**config.mk**
```make
export PLATFORM = sky130hd
export DESIGN_NAME = rs_encoder
export DESIGN_NICKNAME = d
export VERILOG_FILES = /design/src/rtl/rs_pkg.sv /design/src/rtl/gf_const_mult.sv /design/src/rtl/rs_encoder.sv
export SDC_FILE = /design/constraint.sdc
export NUM_CORES = 1
export LEC_CHECK = 0
export ABC_AREA = 1
export CORE_MARGIN = 2
export CORE_UTILIZATION = 51
export DETAILED_ROUTE_END_ITERATION = 10
export GPL_TIMING_DRIVEN = 0
export HOLD_SLACK_MARGIN = 0.05
export PLACE_DENSITY = 0.74
export SKIP_CTS_REPAIR_TIMING = 1
export SLEW_MARGIN = 5
export SYNTH_ARGS = -nofsm -noshare
export SYNTH_HDL_FRONTEND = slang
export SYNTH_SLANG_ARGS = --single-unit
```
**constraint.sdc**
```tcl
create_clock -name clock -period 1.4 [get_ports clock]
set_input_delay 0.28 -clock clock [delete_from_list [all_inputs] [get_ports clock]]
set_output_delay 0.28 -clock clock [all_outputs]
set_load 0.01 [all_outputs]
```
**src/rtl/rs_pkg.sv**
```systemverilog
// Shared constants and types for the RS(31,27) encoder over GF(2^5), p(x) = x^5 + x^2 + 1.
package rs_pkg;

  localparam int RS_N    = 31;
  localparam int RS_K    = 27;
  localparam int RS_NPAR = 4;

  localparam logic [4:0] GF_POLY = 5'b00101;

  typedef logic [4:0] sym_t;

  // g(x) = x^4 + G3 x^3 + G2 x^2 + G1 x + G0, roots alpha^1..alpha^4
  localparam sym_t G0 = 5'd17;
  localparam sym_t G1 = 5'd9;
  localparam sym_t G2 = 5'd6;
  localparam sym_t G3 = 5'd30;

  typedef enum logic [0:0] {
    ST_DATA   = 1'b0,
    ST_PARITY = 1'b1
  } state_t;

  function automatic sym_t gf_xtime(input sym_t a);
    return a[4] ? ({a[3:0], 1'b0} ^ GF_POLY) : {a[3:0], 1'b0};
  endfunction

endpackage

```
**src/rtl/gf_const_mult.sv**
```systemverilog
// GF(2^5) multiply by a fixed constant C; combinational XOR network.
module gf_const_mult
  import rs_pkg::*;
#(
  parameter logic [4:0] C = 5'd1
) (
  input  logic [4:0] i_a,
  output logic [4:0] o_p
);

  // Column k is C * alpha^k, folded at elaboration; only XORs remain.
  localparam sym_t COL0 = C;
  localparam sym_t COL1 = gf_xtime(COL0);
  localparam sym_t COL2 = gf_xtime(COL1);
  localparam sym_t COL3 = gf_xtime(COL2);
  localparam sym_t COL4 = gf_xtime(COL3);

  assign o_p = ({5{i_a[0]}} & COL0) ^ ({5{i_a[1]}} & COL1) ^ ({5{i_a[2]}} & COL2)
             ^ ({5{i_a[3]}} & COL3) ^ ({5{i_a[4]}} & COL4);

endmodule

```
**src/rtl/rs_encoder.sv**
```systemverilog
// Systematic RS(31,27) encoder: forwards 27 message symbols, then 4 LFSR parity symbols.
// One-cycle registered latency; in_ready drops for the 4 parity cycles, no output backpressure.
module rs_encoder
  import rs_pkg::*;
(
  input  logic       clock,
  input  logic       reset_n,
  input  logic       in_valid,
  input  logic [4:0] data_in,
  output logic       in_ready,
  output logic       out_valid,
  output logic [4:0] data_out,
  output logic       out_sop,
  output logic       out_eop
);

  localparam logic [4:0] LAST_SYM = 5'(RS_K - 1);
  localparam logic [1:0] LAST_PAR = 2'(RS_NPAR - 1);

  state_t     r_state;
  sym_t       r_p0, r_p1, r_p2, r_p3;
  logic [4:0] r_sym_cnt;
  logic [1:0] r_par_cnt;
  logic       r_out_valid, r_out_sop, r_out_eop;
  sym_t       r_data_out;

  logic w_accept;
  sym_t w_fb, w_fb_g0, w_fb_g1, w_fb_g2, w_fb_g3;

  assign in_ready = (r_state == ST_DATA);
  assign w_accept = in_valid && in_ready;
  assign w_fb     = data_in ^ r_p3;

  gf_const_mult #(.C(G0)) u_mul_g0 (.i_a(w_fb), .o_p(w_fb_g0));
  gf_const_mult #(.C(G1)) u_mul_g1 (.i_a(w_fb), .o_p(w_fb_g1));
  gf_const_mult #(.C(G2)) u_mul_g2 (.i_a(w_fb), .o_p(w_fb_g2));
  gf_const_mult #(.C(G3)) u_mul_g3 (.i_a(w_fb), .o_p(w_fb_g3));

  always_ff @(posedge clock) begin
    if (!reset_n) begin
      r_state     <= ST_DATA;
      r_p0        <= '0;
      r_p1        <= '0;
      r_p2        <= '0;
      r_p3        <= '0;
      r_sym_cnt   <= '0;
      r_par_cnt   <= '0;
      r_out_valid <= 1'b0;
      r_out_sop   <= 1'b0;
      r_out_eop   <= 1'b0;
      r_data_out  <= '0;
    end else begin
      r_out_valid <= 1'b0;
      r_out_sop   <= 1'b0;
      r_out_eop   <= 1'b0;
      if (r_state == ST_DATA) begin
        if (w_accept) begin
          r_p3        <= r_p2 ^ w_fb_g3;
          r_p2        <= r_p1 ^ w_fb_g2;
          r_p1        <= r_p0 ^ w_fb_g1;
          r_p0        <= w_fb_g0;
          r_data_out  <= data_in;
          r_out_valid <= 1'b1;
          r_out_sop   <= (r_sym_cnt == 5'd0);
          if (r_sym_cnt == LAST_SYM) begin
            r_sym_cnt <= '0;
            r_state   <= ST_PARITY;
          end else begin
            r_sym_cnt <= r_sym_cnt + 5'd1;
          end
        end
      end else begin
        // Shifting zeros in leaves the LFSR clear for the next codeword.
        r_data_out  <= r_p3;
        r_out_valid <= 1'b1;
        r_out_eop   <= (r_par_cnt == LAST_PAR);
        r_p3        <= r_p2;
        r_p2        <= r_p1;
        r_p1        <= r_p0;
        r_p0        <= '0;
        if (r_par_cnt == LAST_PAR) begin
          r_par_cnt <= '0;
          r_state   <= ST_DATA;
        end else begin
          r_par_cnt <= r_par_cnt + 2'd1;
        end
      end
    end
  end

  assign out_valid = r_out_valid;
  assign data_out  = r_data_out;
  assign out_sop   = r_out_sop;
  assign out_eop   = r_out_eop;

endmodule
```
==> metrics.txt, run 1 <==
# TYPE chip_impl_metric gauge
chip_impl_info{name="status",value="complete, but fails checks"} 1
chip_impl_info{name="failed_checks",value="negative setup slack"} 1
chip_impl_metric{name="detail-route-antenna-nets",unit=""} 0
chip_impl_metric{name="tightestPinTransition",unit="ns"} 0.377
chip_impl_info{name="worst_r2r_startpoint",value="r_p3[0]"} 1
chip_impl_metric{name="cp.buffers_inverters",unit=""} 2
chip_impl_metric{name="register_to_register_setup_slack",unit="ns"} -0.05
chip_impl_metric{name="drc_violations_left",unit=""} 0
chip_impl_info{name="holdCritPathClass",value="input port to register"} 1
chip_impl_metric{name="grt_max_degree",unit=""} 12
chip_impl_info{name="critical_path_class",value="register to register"} 1
chip_impl_metric{name="core_area",unit="um2"} 3720
chip_impl_metric{name="detail_route.vias_per_cell",unit=""} 5.11
chip_impl_metric{name="synth_cell_types",unit=""} 32
chip_impl_info{name="synth_area_leaders",value="sky130_fd_sc_hd__dfxtp_1, sky130_fd_sc_hd__nand2_1, sky130_fd_sc_hd__inv_1, sky130_fd_sc_hd__a21oi_1, sky130_fd_sc_hd__o21ai_0"} 1
chip_impl_metric{name="total_leakage_power",unit="nW"} 1.50
chip_impl_metric{name="port_buffers",unit=""} 16
chip_impl_metric{name="max-vdd-ir-drop",unit="uV"} 883
chip_impl_metric{name="crit_path_max_incr_delay",unit="ns"} 0.36
chip_impl_metric{name="post_synth_inst_count",unit=""} 298
chip_impl_metric{name="routed-via-count",unit=""} 1964
chip_impl_metric{name="grt_use_total",unit="%"} 24.4
chip_impl_metric{name="async_flop_share",unit="%"} 0
chip_impl_metric{name="worst_slack",unit="ns"} -0.0464
chip_impl_info{name="cts_root_buffer",value="sky130_fd_sc_hd__clkbuf_8"} 1
chip_impl_metric{name="synth.cell_area",unit="um2"} 1990
chip_impl_metric{name="floorplan.initialDensity",unit="%"} 53.6
chip_impl_metric{name="syn_avg_cell_area",unit="um2"} 6.68
chip_impl_info{name="critPathCaptureType",value="register"} 1
chip_impl_info{name="worst_path_cell_chain",value="inv_2 -> nand2_2 -> nand2_4 -> nand2_2 -> nand2_2 -> nand2_2 -> nand2_2 -> nand2_1 -> nand3_1 -> nand2_1 -> nand3_2 -> nand2_1 -> inv_1"} 1
chip_impl_metric{name="detailedPlacementHpwl",unit="mm"} 3.40
chip_impl_metric{name="post_drt_wl_per_cell",unit="um"} 13.7
chip_impl_metric{name="fin_crit",unit="ns"} 1.45
chip_impl_metric{name="finalWeightedCongestion",unit=""} 0.931
chip_impl_metric{name="areaGrowthSynthToFinish",unit="%"} 32.2
chip_impl_metric{name="met3_length",unit="um"} 282
chip_impl_metric{name="cap_viol_max_count",unit=""} 0
chip_impl_metric{name="grt_overflow_total",unit=""} 0
chip_impl_info{name="worst_setup_path_start_kind",value="register"} 1
chip_impl_metric{name="floorplan.io_pins",unit=""} 17
chip_impl_metric{name="report.final.slew_viol_count",unit=""} 0
chip_impl_info{name="route.top_layer_used",value="met4"} 1
chip_impl_metric{name="worstRegToRegCells",unit=""} 13
chip_impl_metric{name="grt_pass1_wl",unit="mm"} 8.07
chip_impl_metric{name="cts.reportedPaths.clkPinSlew",unit="ns"} 0.07
chip_impl_metric{name="period_share",unit="%"} 103
chip_impl_metric{name="arr_time_crit_path",unit="ns"} 1.64
chip_impl_metric{name="cts_buffers",unit=""} 5
chip_impl_metric{name="postLayoutCellArea",unit="um2"} 2630
chip_impl_metric{name="clock_tree.buffer_depth",unit=""} 2
chip_impl_metric{name="drt_iter0_markers",unit=""} 86
chip_impl_metric{name="synthesis.yosys.warnings",unit=""} 0
chip_impl_metric{name="met1_wl",unit="mm"} 2.42
chip_impl_info{name="synth_ff_type",value="sky130_fd_sc_hd__dfxtp_1"} 1
chip_impl_metric{name="routed_wl",unit="mm"} 5.27
chip_impl_metric{name="post_synth_edffs",unit=""} 0
chip_impl_metric{name="worstPathMaxFanout",unit=""} 4
chip_impl_metric{name="hold-path-cell-count",unit=""} 5
chip_impl_info{name="synthMostInstantiatedCell",value="sky130_fd_sc_hd__nand2_1"} 1
chip_impl_info{name="cp_top_family",value="simple AND/OR/NAND/NOR gates"} 1
chip_impl_metric{name="placedInstanceArea",unit="um2"} 2210
chip_impl_metric{name="wl_met2",unit="mm"} 2.46
chip_impl_metric{name="die_y",unit="um"} 66.5
chip_impl_info{name="reg2reg_to",value="r_p3[4]"} 1
chip_impl_info{name="tritoncts",value="built"} 1
chip_impl_metric{name="setup_viol",unit=""} 4
chip_impl_metric{name="fin_nets",unit=""} 347
chip_impl_metric{name="required",unit="ns"} 1.60
chip_impl_metric{name="power_density",unit="nW/um2"} 1160
chip_impl_metric{name="placementRows",unit=""} 22
chip_impl_metric{name="synth_largest_type_area_fraction",unit="%"} 36.2
chip_impl_info{name="synth_top_cell_by_area",value="sky130_fd_sc_hd__dfxtp_1"} 1
chip_impl_metric{name="postSynthNetCount",unit=""} 310
chip_impl_metric{name="final_hold_violation_count",unit=""} 0
chip_impl_metric{name="clock_latency",unit="ns"} 0.30
chip_impl_metric{name="die_area",unit="um2"} 4420
chip_impl_metric{name="antenna_cells",unit=""} 0
chip_impl_metric{name="htree_num_levels",unit=""} 2
chip_impl_metric{name="dpl_worst_slack",unit="ns"} -0.646
chip_impl_info{name="holdPathEnd",value="data_out[4]"} 1
chip_impl_info{name="crit_top_cell",value="sky130_fd_sc_hd__nand2_2"} 1
chip_impl_metric{name="first_global_vias",unit=""} 1766
chip_impl_metric{name="drive_above_1_share",unit="%"} 24.7
chip_impl_info{name="hold_start",value="data_in[4]"} 1
chip_impl_metric{name="timing.fmax",unit="GHz"} 0.691
chip_impl_metric{name="drt_pre_antenna_iters",unit=""} 5
chip_impl_info{name="rsz0062_at_grt",value="true"} 1
chip_impl_metric{name="max-slew-margin-rel",unit="%"} 74.8
chip_impl_metric{name="ys_ff_latch",unit=""} 36
chip_impl_info{name="netlist_top_cells_count",value="sky130_fd_sc_hd__nand2_1, sky130_fd_sc_hd__inv_1, sky130_fd_sc_hd__dfxtp_1"} 1
chip_impl_metric{name="sequential_element_share_of_the_synthesized_area",unit="%"} 36.2
chip_impl_metric{name="die_span_in_x",unit="um"} 66.5
chip_impl_metric{name="cts_sinks",unit=""} 36
chip_impl_metric{name="clock-skew-final",unit="ns"} 0.00250
chip_impl_info{name="critical_path.slowest_cell",value="sky130_fd_sc_hd__dfxtp_2"} 1
chip_impl_metric{name="antenna_found_initial",unit=""} 0
[kinds of logic after synthesis]
family          share of synthesized area, %
compound gates                          14.4
xor+xnor                                5.53
fa+ha+maj                               2.51
buf+inv                                 12.3
flops                                   36.2
simple gates                            29.1
[final cells by class]
type                       instances  area (um2)
buffer                             8        57.6
timing repair buffer              29         288
clock buffer                       6        72.6
sequential                        36         732
multi-input combinational        201        1180
tap                               48        60.1
inverter                          54         208
fill                             291        1080
clock inverter                     2        35.0
[registers in the layout, summed over array words and instances (netlist names)]
signal     cells
r_p1           5
r_par_cnt      2
out_valid      1
out_sop        1
r_p2           5
out_eop        1
r_p3           5
r_p0           5
data_out       5
r_sym_cnt      5
r_state        1
[tightest hold or removal path: stages]
cell and delay (ns):
sky130_fd_sc_hd__dlymetal6s2s_1 0.14, sky130_fd_sc_hd__inv_2 0.06, sky130_fd_sc_hd__o21ai_0 0.08, sky130_fd_sc_hd__nand2_1 0.06, sky130_fd_sc_hd__inv_1 0.03
[report_power, final]
part           leakage (nW)  switching (W)  total, W  internal (W)
combinational          1.15       0.000551  0.000930      0.000379
sequential            0.299      0.0000748   0.00119       0.00112
clock                0.0552       0.000393  0.000921      0.000529
total                  1.50        0.00102   0.00305       0.00203
[stage by stage]
stage                     setup TNS, ns  instances  hold slack [ns]  total power, W  utilization, %
after floorplan                       0        298            0.418         0.00174               -
after global placement           -17.14        362            0.438         0.00191            59.5
after detailed placement         -17.53        362            0.458         0.00192            59.5
after CTS                         -7.31        370            0.466         0.00283            62.4
after global routing              -1.08        384            0.434         0.00322            70.8
final                            -0.105        384            0.403         0.00305            70.8
[placed cells by master (no fill, tap or decap), types with 4 or more instances in the layout]
master	count
sky130_fd_sc_hd__inv_1	44
sky130_fd_sc_hd__dfxtp_1	31
sky130_fd_sc_hd__a21oi_1	16
sky130_fd_sc_hd__o21ai_0	10
sky130_fd_sc_hd__nor2_1	19
sky130_fd_sc_hd__clkbuf_8	5
sky130_fd_sc_hd__dlymetal6s2s_1	14
sky130_fd_sc_hd__o21ai_1	9
sky130_fd_sc_hd__nand2_2	19
sky130_fd_sc_hd__nand2_1	66
sky130_fd_sc_hd__xor2_1	5
sky130_fd_sc_hd__nand2_4	4
sky130_fd_sc_hd__ha_1	4
sky130_fd_sc_hd__nand3_1	11
sky130_fd_sc_hd__buf_4	15
sky130_fd_sc_hd__o211ai_1	4
sky130_fd_sc_hd__inv_2	8
sky130_fd_sc_hd__nand3_2	4
[worst max path at each step]
stage / startpoint / endpoint / slack [ns] / cells after the start
2_1_floorplan: r_p3[3] / r_p3[1] / 0.07 / 10
3_3_place_gp: in_valid / r_p1[4] / -0.64 / 6
3_5_place_dp: in_valid / r_p1[4] / -0.65 / 6
4_1_cts: r_state / in_ready / -0.54 / 4
5_1_grt: r_p3[1] / r_p3[4] / -0.16 / 13
6_report: r_p3[0] / r_p3[4] / -0.05 / 13
[per-layer routing]
layer	vias to the layer above	global-route usage, %
met5	-	0
met4	0	9.44
met3	9	5.57
met2	49	39.6
met1	891	31.2
li1	1015	-
Note: power is estimated with default switching activity, not from simulation.
==> run 2, diff against run 1 <==
- SKIP_LAST_GASP: default -> 1
==> run 2 against run 1 <==
The run still ends with negative setup slack left. Fmax increased by 0.91%. First-iteration DRC count increased by 2.3%. Register-to-register slack about the same. Critical path depth unchanged. Highest routed layer unchanged.
==> metrics.txt, run 2 (synthesis results as in run 1) <==
# TYPE chip_impl_metric gauge
chip_impl_metric{name="final.fill_count",unit=""} 296
chip_impl_metric{name="routed-via-count",unit=""} 1970
chip_impl_metric{name="cts.reportedPaths.clkPinSlew",unit="ns"} 0.07
chip_impl_metric{name="grt_use_total",unit="%"} 24.4
chip_impl_metric{name="die_y",unit="um"} 66.5
chip_impl_info{name="worst_setup_path_start_kind",value="register"} 1
chip_impl_metric{name="fin_crit",unit="ns"} 1.43
chip_impl_metric{name="crit_path_max_incr_delay",unit="ns"} 0.36
chip_impl_metric{name="drt_iter0_markers",unit=""} 88
chip_impl_metric{name="gr-usage-met2",unit="%"} 39.6
chip_impl_metric{name="finalWeightedCongestion",unit=""} 0.931
chip_impl_metric{name="post_drt_wl_per_cell",unit="um"} 13.7
chip_impl_info{name="critPathCaptureType",value="register"} 1
chip_impl_metric{name="max-slew-margin-rel",unit="%"} 74.6
chip_impl_metric{name="floorplan.io_pins",unit=""} 17
chip_impl_info{name="tritoncts",value="built"} 1
chip_impl_metric{name="cap_viol_max_count",unit=""} 0
chip_impl_metric{name="cts_buffers",unit=""} 5
chip_impl_metric{name="power_density",unit="nW/um2"} 1160
chip_impl_metric{name="die_area",unit="um2"} 4420
chip_impl_metric{name="routed_wl",unit="mm"} 5.26
chip_impl_metric{name="antenna_found_initial",unit=""} 0
chip_impl_metric{name="grt_overflow_total",unit=""} 0
chip_impl_info{name="worst_path_cell_chain",value="inv_2 -> nand2_1 -> nand2_2 -> nand2_2 -> nand2_2 -> nand2_2 -> nand2_2 -> nand2_1 -> nand3_1 -> nand2_1 -> nand3_2 -> nand2_1 -> inv_1"} 1
chip_impl_metric{name="tns",unit="ns"} -0.106
chip_impl_metric{name="worst_slack",unit="ns"} -0.0334
chip_impl_info{name="crit_top_cell",value="sky130_fd_sc_hd__nand2_2"} 1
chip_impl_metric{name="htree_num_levels",unit=""} 2
chip_impl_metric{name="grt_util_met1",unit="%"} 31.2
chip_impl_metric{name="report.final.slew_viol_count",unit=""} 0
chip_impl_metric{name="final_hold_violation_count",unit=""} 0
chip_impl_metric{name="worstPathMaxFanout",unit=""} 4
chip_impl_metric{name="max-vdd-ir-drop",unit="uV"} 833
chip_impl_metric{name="antenna_cells",unit=""} 0
chip_impl_metric{name="floorplan.initialDensity",unit="%"} 53.6
chip_impl_metric{name="areaGrowthSynthToFinish",unit="%"} 32.1
chip_impl_metric{name="required",unit="ns"} 1.60
chip_impl_metric{name="clock_latency",unit="ns"} 0.29
chip_impl_metric{name="die_span_in_x",unit="um"} 66.5
chip_impl_info{name="status",value="complete, but fails checks"} 1
chip_impl_info{name="top_usage_layer",value="met2"} 1
chip_impl_info{name="failed_checks",value="negative setup slack"} 1
chip_impl_info{name="cts_root_buffer",value="sky130_fd_sc_hd__clkbuf_8"} 1
chip_impl_metric{name="global_route.usage.met3",unit="%"} 5.57
chip_impl_metric{name="port_buffers",unit=""} 16
chip_impl_metric{name="fin_nets",unit=""} 347
chip_impl_metric{name="first_global_vias",unit=""} 1766
chip_impl_info{name="rsz0062_at_grt",value="true"} 1
chip_impl_metric{name="drc_violations_left",unit=""} 0
chip_impl_metric{name="arr_time_crit_path",unit="ns"} 1.63
chip_impl_metric{name="drive_above_1_share",unit="%"} 24.4
chip_impl_metric{name="placementRows",unit=""} 22
chip_impl_metric{name="total_leakage_power",unit="nW"} 1.50
chip_impl_info{name="critical_path_class",value="register to register"} 1
chip_impl_info{name="layout_commonest_cell",value="sky130_fd_sc_hd__nand2_1"} 1
chip_impl_info{name="critical_path.slowest_cell",value="sky130_fd_sc_hd__dfxtp_2"} 1
chip_impl_metric{name="seqCellArea",unit="um2"} 732
chip_impl_metric{name="core_area",unit="um2"} 3720
chip_impl_metric{name="detailedPlacementHpwl",unit="mm"} 3.40
chip_impl_metric{name="clock_tree.buffer_depth",unit=""} 2
chip_impl_metric{name="clock-skew-final",unit="ns"} 0.00284
chip_impl_metric{name="setup_viol",unit=""} 6
chip_impl_metric{name="power",unit="W"} 0.00304
chip_impl_metric{name="timing.fmax",unit="GHz"} 0.698
chip_impl_metric{name="grt_pass1_wl",unit="mm"} 8.07
chip_impl_metric{name="drt_pre_antenna_iters",unit=""} 5
chip_impl_metric{name="multi_input_comb_area",unit="um2"} 1180
chip_impl_metric{name="detail-route-antenna-nets",unit=""} 0
chip_impl_metric{name="grt_max_degree",unit=""} 12
chip_impl_metric{name="period_share",unit="%"} 102
chip_impl_metric{name="detail_route.vias_per_cell",unit=""} 5.13
chip_impl_metric{name="tightestPinTransition",unit="ns"} 0.380
chip_impl_info{name="most-common-layout-cells",value="sky130_fd_sc_hd__nand2_1, sky130_fd_sc_hd__inv_1, sky130_fd_sc_hd__dfxtp_1"} 1
chip_impl_metric{name="cts_sinks",unit=""} 36
chip_impl_info{name="holdCritPathClass",value="input port to register"} 1
[run 2: worst paths after layout]
kind | endpoint | from | slack, ns | depth (start not counted)
hold reg to reg | out_sop | r_sym_cnt[2] | 0.47 | 1
setup / recovery | r_p3[4] | r_p3[1] | -0.03 | 13
setup reg to reg | r_p3[4] | r_p3[1] | -0.03 | 13
hold / removal | data_out[4] | data_in[4] | 0.40 | 5
[run 2: cell type report]
cell class / count / area share, %
Timing Repair Buffer: 29 / 10.9
Inverter: 54 / 7.90
Multi-Input combinational cell: 201 / 44.7
Clock buffer: 6 / 2.76
Sequential cell: 36 / 27.8
Tap cell: 48 / 2.28
Clock inverter: 2 / 1.33
Buffer: 8 / 2.19
[run 2: stage by stage]
step                      util [%]  cells  hold slack, ns  setup slack, ns  area [um2]
after floorplan                  -    298           0.418           0.0688        1990
after global placement        59.5    362           0.438           -0.639        2210
after detailed placement      59.5    362           0.458           -0.646        2210
after CTS                     62.4    370           0.466           -0.544        2320
after global routing          70.7    384           0.434           -0.145        2630
final                         70.7    384           0.402          -0.0334        2630
[run 2: worst max-delay path, delay by kind of cell (launching register included)]
family,cells,cell delay (ns)
AND/OR/NAND/NOR,11,0.87
flip-flops,1,0.36
buffers and inverters,2,0.09
[run 2: power by group]
group | switching, W | internal [W] | leakage (nW) | total (W)
Combinational | 0.000548 | 0.000378 | 1.15 | 0.000925
Clock | 0.000389 | 0.000529 | 0.0552 | 0.000917
Sequential | 0.0000753 | 0.00112 | 0.299 | 0.00120
Total | 0.00101 | 0.00203 | 1.50 | 0.00304
[run 2: metal layers]
layer	routed length (um)	part of all wire [%]
met5	0	0
met4	82	1.6
met3	339	6.4
met2	2400	46
met1	2440	46
==> run 3, diff against run 2 <==
- SETUP_SLACK_MARGIN: default -> 0.1
==> run 3 against run 2 <==
The run still ends with negative setup slack left. Fmax down 3.2%. Hold slack worse by 0.037 ns. Sequential share of layout area decreased by 2.9 points. Critical endpoint is now r_p3[0]. Critical path depth fell by 1. Flip-flop and latch count did not move. Clock skew is 0.0075 ns higher. Final area up 12%.
==> metrics.txt, run 3 (synthesis results as in run 1) <==
# TYPE chip_impl_metric gauge
chip_impl_metric{name="final_standard_cell_utilization_of_the_core",unit="%"} 79.4
chip_impl_metric{name="worstPathMaxFanout",unit=""} 3
chip_impl_info{name="layout_commonest_cell",value="sky130_fd_sc_hd__nand2_1"} 1
chip_impl_metric{name="tightestPinTransition",unit="ns"} 0.406
chip_impl_metric{name="floorplan.io_pins",unit=""} 17
chip_impl_metric{name="grt_use_total",unit="%"} 23.3
chip_impl_info{name="rsz0062_at_grt",value="true"} 1
chip_impl_info{name="worst_setup_ep",value="r_p3[0]"} 1
chip_impl_metric{name="arr_time_crit_path",unit="ns"} 1.68
chip_impl_metric{name="cts.reportedPaths.clkPinSlew",unit="ns"} 0.08
chip_impl_metric{name="antenna_cells",unit=""} 0
chip_impl_info{name="cts_root_buffer",value="sky130_fd_sc_hd__clkbuf_8"} 1
chip_impl_info{name="reg2reg_to",value="r_p3[0]"} 1
chip_impl_metric{name="period_share",unit="%"} 106
chip_impl_metric{name="report.final.slew_viol_count",unit=""} 0
chip_impl_metric{name="final.fill_count",unit=""} 231
chip_impl_metric{name="post_drt_wl_per_cell",unit="um"} 15.7
chip_impl_metric{name="timing.fmax",unit="GHz"} 0.675
chip_impl_metric{name="worst_slack",unit="ns"} -0.0811
chip_impl_metric{name="cap_viol_max_count",unit=""} 0
chip_impl_info{name="crit_top_cell",value="sky130_fd_sc_hd__nand2_1"} 1
chip_impl_metric{name="place_inst",unit=""} 362
chip_impl_metric{name="drc_violations_left",unit=""} 0
chip_impl_info{name="critPathCaptureType",value="register"} 1
chip_impl_metric{name="drt_iter0_markers",unit=""} 135
chip_impl_info{name="status",value="complete, but fails checks"} 1
chip_impl_metric{name="drt_pre_antenna_iters",unit=""} 4
chip_impl_metric{name="port_buffers",unit=""} 16
chip_impl_metric{name="total_leakage_power",unit="nW"} 1.63
chip_impl_info{name="tritoncts",value="built"} 1
chip_impl_metric{name="first_global_vias",unit=""} 1705
chip_impl_metric{name="clock_latency",unit="ns"} 0.30
chip_impl_metric{name="placementRows",unit=""} 22
chip_impl_metric{name="worstRegToRegCells",unit=""} 12
chip_impl_metric{name="detail-route-antenna-nets",unit=""} 0
chip_impl_metric{name="grt_pass1_wl",unit="mm"} 7.66
chip_impl_metric{name="die_span_in_x",unit="um"} 66.5
chip_impl_metric{name="fin_nets",unit=""} 356
chip_impl_metric{name="grt_max_degree",unit=""} 12
chip_impl_metric{name="detailedPlacementHpwl",unit="mm"} 3.32
chip_impl_metric{name="cts_sinks",unit=""} 36
chip_impl_info{name="setup.worst_path.start",value="r_p3[3]"} 1
chip_impl_info{name="critical_path_class",value="register to register"} 1
chip_impl_metric{name="fin_crit",unit="ns"} 1.48
chip_impl_metric{name="crit_path_max_incr_delay",unit="ns"} 0.37
chip_impl_info{name="worst_path_cell_chain",value="xnor2_4 -> inv_2 -> nand2_1 -> nand2_1 -> inv_2 -> nand2_2 -> nand2_2 -> nand2_1 -> nand2_1 -> nand3_1 -> nand2_1 -> inv_1"} 1
chip_impl_metric{name="areaGrowthSynthToFinish",unit="%"} 48.1
chip_impl_metric{name="clock-skew-final",unit="ns"} 0.0104
chip_impl_metric{name="instances_no_fill",unit=""} 393
chip_impl_info{name="worst_setup_path_start_kind",value="register"} 1
chip_impl_metric{name="floorplan.initialDensity",unit="%"} 53.6
chip_impl_metric{name="cp.depth",unit=""} 12
chip_impl_metric{name="core_area",unit="um2"} 3720
chip_impl_metric{name="cp.buffers_inverters",unit=""} 3
chip_impl_info{name="holdCritPathClass",value="input port to register"} 1
chip_impl_info{name="cp_top_family",value="simple AND/OR/NAND/NOR gates"} 1
chip_impl_metric{name="htree_num_levels",unit=""} 2
chip_impl_metric{name="detail_route.vias_per_cell",unit=""} 5.38
chip_impl_info{name="failed_checks",value="negative setup slack"} 1
chip_impl_metric{name="multi_input_comb_area",unit="um2"} 1370
chip_impl_info{name="most-common-layout-cells",value="sky130_fd_sc_hd__nand2_1, sky130_fd_sc_hd__inv_1, sky130_fd_sc_hd__dfxtp_1"} 1
chip_impl_metric{name="drive_above_1_share",unit="%"} 34.8
chip_impl_info{name="critical_path.slowest_cell",value="sky130_fd_sc_hd__dfxtp_4"} 1
chip_impl_metric{name="register_to_register_setup_slack",unit="ns"} -0.08
chip_impl_metric{name="die_y",unit="um"} 66.5
chip_impl_metric{name="power_density",unit="nW/um2"} 1100
chip_impl_metric{name="die_area",unit="um2"} 4420
chip_impl_metric{name="finalWeightedCongestion",unit=""} 0.946
chip_impl_metric{name="routed-via-count",unit=""} 2114
chip_impl_metric{name="cts_buffers",unit=""} 5
chip_impl_metric{name="antenna_found_initial",unit=""} 0
chip_impl_metric{name="setup_viol",unit=""} 8
chip_impl_metric{name="final_hold_violation_count",unit=""} 0
chip_impl_metric{name="required",unit="ns"} 1.60
chip_impl_metric{name="grt_overflow_total",unit=""} 0
chip_impl_metric{name="clock_tree.buffer_depth",unit=""} 2
chip_impl_metric{name="max-vdd-ir-drop",unit="uV"} 667
chip_impl_metric{name="seqCellArea",unit="um2"} 734
chip_impl_metric{name="routed_wl",unit="mm"} 6.18
chip_impl_metric{name="max-slew-margin-rel",unit="%"} 72.9
chip_impl_info{name="worst_r2r_startpoint",value="r_p3[3]"} 1
==> run 3: cell count changes in the layout (fill, tap and decap cells not counted), sizes merged <==
cell / previous run / this run
buf: 19 / 28
clkbuf: 9 / 11
bufinv: 1 / 0
clkdlybuf4s50: 1 / 0
clkinvlp: 0 / 1
dlymetal6s2s: 14 / 15
inv: 54 / 53
nor2: 24 / 23
==> run 3: per-layer routing <==
layer / part of all wire, % / up-vias / GRT usage, %
li1: - / 1032 / -
met1: 43 / 1007 / 30.0
met2: 50 / 57 / 39.0
met3: 4.9 / 18 / 3.72
met4: 2.3 / 0 / 9.18
met5: 0 / - / 0
==> run 3: area by class of cell <==
class | instances | share of cell area [%]
multi-input cells | 200 | 46.3
flip-flops and latches | 36 | 24.9
clock buffers | 7 | 2.93
repair buffers | 39 | 13.5
well taps | 48 | 2.04
clock inverters | 1 | 0.255
inverters | 54 | 7.38
plain buffers | 8 | 2.63
==> run 3: worst min path at each step <==
stage / end / slack (ns) / startpoint / depth (start not counted)
after floorplan: r_p1[3] / 0.42 / reset_n / 2
after global placement: r_par_cnt[1] / 0.43 / r_par_cnt[1] / 2
after detailed placement: r_par_cnt[1] / 0.44 / r_par_cnt[1] / 2
after CTS: r_par_cnt[1] / 0.46 / r_par_cnt[1] / 2
after global routing: r_p1[3] / 0.40 / reset_n / 3
final: r_p1[3] / 0.36 / reset_n / 3
==> run 3: worst reg2reg max path, delay by kind of cell (launching register included) <==
kind	cells	cell delay (ns)
xor gates and xnor gates	1	0.24
buffers and inverters	3	0.21
and+or+nand+nor	8	0.57
DFF	1	0.37
==> run 3: report_power, final <==
part	switching (W)	internal (W)
clock	0.000397	0.000400
combinational	0.000714	0.000518
sequential	0.0000843	0.00112
total	0.00120	0.00204
==> run 3: metrics by stage <==
step	worst slack (ns)	power, W	instance area, um2	setup TNS, ns	hold slack, ns
3_5_place_dp	-0.606	0.00192	2220	-16.86	0.443
4_1_cts	-0.544	0.00270	2310	-6.89	0.458
6_report	-0.0811	0.00323	2950	-0.271	0.365
3_3_place_gp	-0.614	0.00191	2220	-16.65	0.433
2_1_floorplan	0.0961	0.00174	2000	0	0.418
5_1_grt	-0.169	0.00339	2950	-1.06	0.402
